### src/rtl/multicycle_controller.sv
// Multicycle MIPS-subset control FSM: fetch/decode/execute/memory/writeback with an illegal-instruction trap.
// All outputs are combinational from the current state and the live IR fields; reset forces them low.
module multicycle_controller (
    input  logic       clk,
    input  logic       reset,
    input  logic [5:0] opcode,
    input  logic [5:0] funct,
    input  logic       zero,
    input  logic       mem_ack,
    output logic       mem_req,
    output logic       IorD,
    output logic       IRWr,
    output logic       PCWr,
    output logic       RegWr,
    output logic       DmWr,
    output logic       illegal,
    output logic       ALUSrcA,
    output logic [1:0] ALUSrcB,
    output logic [2:0] ALUOp,
    output logic [1:0] PCSrc,
    output logic [1:0] RegDst,
    output logic [1:0] MemToReg,
    output logic [2:0] state
);

    typedef enum logic [2:0] {
        FETCH  = 3'd0,
        DECODE = 3'd1,
        EXEC   = 3'd2,
        MEM    = 3'd3,
        WB     = 3'd4,
        TRAP   = 3'd7
    } state_t;

    state_t cur, nxt;

    logic rtype, is_add, is_jr, is_addi, is_lw, is_sw, is_beq, is_j, is_jal, legal;

    always_comb begin
        rtype   = (opcode == 6'b000000);
        is_add  = rtype && ((funct == 6'b100000) || (funct == 6'b100001));
        is_jr   = rtype && (funct == 6'b001000);
        is_addi = (opcode == 6'b001000) || (opcode == 6'b001001);
        is_lw   = (opcode == 6'b100011);
        is_sw   = (opcode == 6'b101011);
        is_beq  = (opcode == 6'b000100);
        is_j    = (opcode == 6'b000010);
        is_jal  = (opcode == 6'b000011);
        legal   = is_add || is_jr || is_addi || is_lw || is_sw || is_beq || is_j || is_jal;
    end

    always_ff @(posedge clk) begin
        if (reset) cur <= FETCH;
        else       cur <= nxt;
    end

    assign state = cur;

    always_comb begin
        nxt      = cur;
        mem_req  = 1'b0;
        IorD     = 1'b0;
        IRWr     = 1'b0;
        PCWr     = 1'b0;
        RegWr    = 1'b0;
        DmWr     = 1'b0;
        illegal  = 1'b0;
        ALUSrcA  = 1'b0;
        ALUSrcB  = '0;
        ALUOp    = '0;
        PCSrc    = '0;
        RegDst   = '0;
        MemToReg = '0;
        if (!reset) begin
            case (cur)
                FETCH: begin
                    mem_req = 1'b1;
                    ALUSrcB = 2'd1;
                    IRWr    = mem_ack;
                    PCWr    = mem_ack;
                    if (mem_ack) nxt = DECODE;
                end
                DECODE: begin
                    ALUSrcB = 2'd3;
                    nxt     = legal ? EXEC : TRAP;
                end
                EXEC: begin
                    nxt = FETCH;
                    if (is_add) begin
                        ALUSrcA = 1'b1;
                        nxt     = WB;
                    end else if (is_addi || is_lw || is_sw) begin
                        ALUSrcA = 1'b1;
                        ALUSrcB = 2'd2;
                        nxt     = is_addi ? WB : MEM;
                    end else if (is_beq) begin
                        ALUSrcA = 1'b1;
                        ALUOp   = 3'd1;
                        PCSrc   = 2'd1;
                        PCWr    = zero;
                    end else if (is_j || is_jal) begin
                        PCSrc = 2'd2;
                        PCWr  = 1'b1;
                        if (is_jal) begin
                            RegWr    = 1'b1;
                            RegDst   = 2'd2;
                            MemToReg = 2'd2;
                        end
                    end else if (is_jr) begin
                        PCSrc = 2'd3;
                        PCWr  = 1'b1;
                    end else begin
                        // IR changed under us after decode: treat as illegal rather than guess
                        nxt = TRAP;
                    end
                end
                MEM: begin
                    mem_req = 1'b1;
                    IorD    = 1'b1;
                    DmWr    = is_sw;
                    if (mem_ack) nxt = is_sw ? FETCH : WB;
                end
                WB: begin
                    RegWr    = 1'b1;
                    RegDst   = is_add ? 2'd1 : 2'd0;
                    MemToReg = is_lw ? 2'd1 : 2'd0;
                    nxt      = FETCH;
                end
                TRAP: begin
                    illegal = 1'b1;
                end
                default: nxt = FETCH;
            endcase
        end
    end

endmodule

### config.mk
export PLATFORM = sky130hd
export DESIGN_NAME = multicycle_controller
export DESIGN_NICKNAME = d
export VERILOG_FILES = /design/src/rtl/multicycle_controller.sv
export SDC_FILE = /design/constraint.sdc
export NUM_CORES = 1
export LEC_CHECK = 0
export BUFFER_PORTS_ARGS = -buffer_cell sky130_fd_sc_hd__buf_2
export CAP_MARGIN = 5
export CORE_MARGIN = 2
export CORE_UTILIZATION = 40
export CTS_CLUSTER_DIAMETER = 80
export DETAILED_ROUTE_END_ITERATION = 12
export PLACE_DENSITY = 0.88
export SLEW_MARGIN = 20
export SYNTH_ARGS = -nofsm -noshare
export SYNTH_HDL_FRONTEND = slang
export SYNTH_SLANG_ARGS = --single-unit
### constraint.sdc
create_clock -name clk -period 2.4 [get_ports clk]
set_input_delay 0.48 -clock clk [delete_from_list [all_inputs] [get_ports clk]]
set_output_delay 0.48 -clock clk [all_outputs]
set_load 0.01 [all_outputs]
== Word-level counts from Yosys, hierarchy flattened ==
Cells that the tools add are included.

* Eq/ne operators: 17
* Reduce and logical (&&, ||, !) cells: 18
* Bitwise logic cells: 1
* Muxes and demuxes: 67

{| class="wikitable"
|+ Operators with widths
! cell !! count
|-
| $mux 1 || 34
|-
| $mux 2 || 17
|-
| $mux 3 || 10
|-
| $eq 6x6->1 const B || 4
|-
| $eq 6x4->1 const B || 3
|-
| $pmux 3 s5 || 1
|-
| $eq 6x2->1 const B || 2
|-
| $logic_or 1x1->1 || 12
|-
| $pmux 2 s2 || 2
|-
| $eq 3x2->1 const B || 2
|-
| $eq 3x3->1 const B || 2
|-
| $eq 6x3->1 const B || 1
|-
| $logic_not 6->1 || 1
|-
| $pmux 2 s3 || 1
|-
| $ne 2x2->1 const B || 2
|-
| $pmux 1 s2 || 2
|-
| $eq 3x1->1 const B || 1
|-
| $logic_not 3->1 || 1
|-
| $reduce_and 3->1 || 1
|-
| $logic_and 1x1->1 || 2
|-
| $reduce_or 2->1 || 1
|-
| $not 1->1 || 1
|}

* Register bits: 3
* Word-level logic and storage cells: 104
* Output and inout port bits: 22
* Bits of input ports: 16

== Depth between registers and ports, before layout ==
* Depth in word-level cells: 12
* Mapped depth: 8
* Mapped depth without buffers: 5

== Least setup slack after synthesis ==
Ideal clock, no wire load.

* Kind: input -> output
* Start: input port opcode[3]
* End: output port RegDst[1]
* Cell stages on the path: 7
* Setup slack: 0.151 ns
* Path buffers: 2
* Required time: 1.920 ns
* Data arrival time: 1.769 ns
* Cell sequence: buf_4 -> or3b_1 -> a211oi_2 -> nor2_1 -> nand2_1 -> nor2_1 -> buf_4

* Word-level cells in the longest chain between the ends: 8
* Elaborated cells on any way between the ends: 20

{| class="wikitable"
|+ RTL lines
! element !! RTL line !! text
|-
| start: declaration || 6 || <nowiki>input logic [5:0] opcode,</nowiki>
|-
| $eq 6x2->1 (tied with other cells) || 48 || <nowiki>is_jal = (opcode == 6'b000011);</nowiki>
|-
| $mux 2 (tied with other cells) || 104 || <nowiki>if (is_jal) begin</nowiki>
|-
| $mux 2 or $logic_or 1x1->1 (tied branches) || 101, 92 ||
|-
| $mux 2 or $logic_or 1x1->1 (tied branches) || 96, 92 ||
|-
| $mux 2 || 92 || <nowiki>end else if (is_addi || is_lw || is_sw) begin</nowiki>
|-
| $mux 2 (*) || 89 || <nowiki>if (is_add) begin</nowiki>
|-
| $pmux 2 s2 (*) || 75 || <nowiki>case (cur)</nowiki>
|-
| $mux 2 (*) || 74 || <nowiki>if (!reset) begin</nowiki>
|-
| end: declaration || 21 || <nowiki>output logic [1:0] RegDst,</nowiki>
|}

Mark *: on every way between the ends. The rest lies on a longest branch, timed or not.

== Worst setup path in the final report ==
* Start: input port opcode[5]
* End: output port PCWr

* Word-level cells in the longest chain between the ends: 9
* Elaborated cells on any way between the ends: 21

{| class="wikitable"
|+ RTL lines
! element !! RTL line !! text
|-
| $logic_not 6->1 || 40 || <nowiki>rtype = (opcode == 6'b000000);</nowiki>
|-
| $logic_and 1x1->1 || 42 || <nowiki>is_jr = rtype && (funct == 6'b001000);</nowiki>
|-
| $mux 1 || 109 || <nowiki>end else if (is_jr) begin</nowiki>
|-
| $mux 1 || 101 || <nowiki>end else if (is_j || is_jal) begin</nowiki>
|-
| $mux 1 || 96 || <nowiki>end else if (is_beq) begin</nowiki>
|-
| $mux 1 || 92 ||
|-
| $mux 1 (*) || 89 ||
|-
| $pmux 1 s2 (*) || 75 ||
|-
| $mux 1 (*) || 74 ||
|-
| end: declaration || 13 || <nowiki>output logic PCWr,</nowiki>
|}

Marked as above.

==> impl_metrics.tcl <==
set metrics [dict create \
    worstHoldPathType "in2reg" \
    start_util_pct 43.3 \
    p_per_area_mw_per_mm2 466 \
    period_needed_ps 2260 \
    path_clk_slew_ps 40 \
    rsz0062_at_grt "false" \
    vias 745 \
    fin_nets 135 \
    dieArea_mm2 0.00172 \
    cts_resized 0 \
    swShare_pct 43.0 \
    final_hold_viol_count 0 \
    finalHoldWorstSlack_ps 542 \
    arrival_ps 1780 \
    final_antenna_net_count 0 \
    syn2layout_area_growth_pct 34.9 \
    drive_gt1_share_pct 44.1 \
    grt.total_usage_pct 18.0 \
    ys_seq_area_share_pct 10.7 \
    power_frac_comb_pct 48.8 \
    intPower_w 0.000202 \
    critPathRequiredTime_ps 1920 \
    fp.dieW_um 41.5 \
    cts_hold_buf 0 \
    cts_buffers 3 \
    rows 13 \
    synth_edf_count 0 \
    cap_violations 0 \
    nFillCells 132 \
    drt_wl_total_mm 1.53 \
    clkLatencyLatePin_ps 240 \
    layout_commonest_cell "buf_2" \
    synth-warning-count 0 \
    fin_crit_sh_pct 94.1 \
    synthTopCellsByArea "dfxtp_1, nor2_1, nor4_2" \
    peakVddDrop_mv 0.182 \
    dp.cells 129 \
    insertedDiodeCount 0 \
    clkSinkCount 3 \
    final_cell_mix "buf_2, nor2_1, nand2_1, nor3_1" \
    grt_pass1_vias 650 \
    io_pins 38 \
    yosysTopAreaCellShare_pct 10.7 \
    dieHeight_um 41.5 \
    antenna_found_initial 0 \
    finalWeightedCongestion 0.805 \
    power.leakage_nw 0.368 \
    status "finished clean" \
    finClkSkew_ps 1.75 \
    syn-cell-area_um2 563 \
    cts_tree "yes" \
    startpoint_type "input pin" \
    cp-end-kind "primary output" \
    ys_types 38 \
    slew_viol_final 0 \
    dp_hpwl_mm 1.28 \
    port_buffers 35 \
    drt_iter0_drc 26 \
    setup_tns_ps 0 \
    setup-violations-final 0 \
    largest_reg_flops 3 \
    grt_max_degree 12 \
    cts_setup_buffers 0 \
    p_sw_w 0.000152 \
    drt-pass1-iter-count 4 \
    cts_root_buffer "clkbuf_4" \
    syn_inst 83 \
    drc 0 \
    path_class "in2out" \
    crit_fanout 5 \
    syn_avg_cell_area_um2 6.78 \
    grt_pass1_wl_mm 2.55 \
    htree_levels 1 \
    p_seq_share_pct 26.1 \
    synthArstFlopShare_pct 0 \
    p_clk_share_pct 25.1 \
    final_cells 133 \
    final_core_util_pct 58.4 \
    synth_ff_type "dfxtp_1" \
    grt.overflow.total 0 \
    fmax_mhz 443 \
    core-area_mm2 0.00130 \
    clockBufferDepth 2 \
    avgViaCountPerCell 5.60 \
    synth.largest_area_cell "dfxtp_1" \
    wl_per_cell_um 11.5 \
    ys_ff_latch 3 \
]
area by class of cell:
cell class	count	area, um^2	share of cell area (%)
timing repair buffer	39	205	27.0
clock buffer	4	26.3	3.46
inverter	4	15.0	1.98
sequential	3	60.1	7.91
multi-input combinational	68	434	57.2
tap	15	18.8	2.47
cells by family (layout without fill, tap and decap cells):
family,count (synthesis),after routing,share of synthesized area (%)
and+or+nand+nor,50,50,52.0
AOI/OAI and AO/OA,16,16,23.8
buffers and inverters,13,47,12.9
DFF,3,3,10.7
other,1,2,0.666
synthesized netlist by cell type (2+ instances only):
library cell / n
a21oi_1: 4
buf_4: 4
clkbuf_1: 3
dfxtp_1: 3
inv_1: 4
nand2_1: 8
nand2b_1: 3
nand3_1: 2
nor2_1: 14
nor2b_1: 2
nor3_1: 5
nor4_2: 3
nor4b_1: 3
stage by stage:
step	power [W]	area, um^2	worst slack [ps]
after floorplan	0.000204	567	151
final	0.000354	759	141
after CTS	0.000358	759	143
after global routing	0.000386	759	16.5
after global placement	0.000259	733	158
after detailed placement	0.000265	733	144
worst max-delay path, stage by stage:
cell	delay [ps]
buf_2	130
nor4_2	360
and4_1	270
o221ai_1	150
a211oi_1	230
buf_2	160
per-layer routing:
metal | up-vias | global-route usage (%) | wire [um]
li1 | 369 | - | -
met1 | 339 | 23.2 | 670
met2 | 37 | 30.3 | 756
met3 | 0 | 1.30 | 107
met4 | 0 | 7.74 | 0
met5 | - | 0 | 0
power by group through the flow:
stage | Sequential [W] | Clock (W) | Combinational (W)
3_5_place_dp | 0.0000927 | 0 | 0.000173
6_report | 0.0000922 | 0.0000889 | 0.000173
3_3_place_gp | 0.0000908 | 0 | 0.000169
2_1_floorplan | 0.0000798 | 0 | 0.000124
5_1_grt | 0.0000971 | 0.0000973 | 0.000192
4_1_cts | 0.0000914 | 0.0000934 | 0.000173
path summary, 6_finish.rpt:
path	from	endpoint	slack, ps	cells past startpoint
hold / removal	reset	state[2]$_SDFFE_PP0P_	540	2
setup / recovery	opcode[5]	PCWr	140	6
hold reg to reg	state[2]$_SDFFE_PP0P_	state[0]$_SDFFE_PP0P_	610	1
setup reg to reg	state[2]$_SDFFE_PP0P_	state[0]$_SDFFE_PP0P_	1120	4
(Power assumes the default switching activity.)
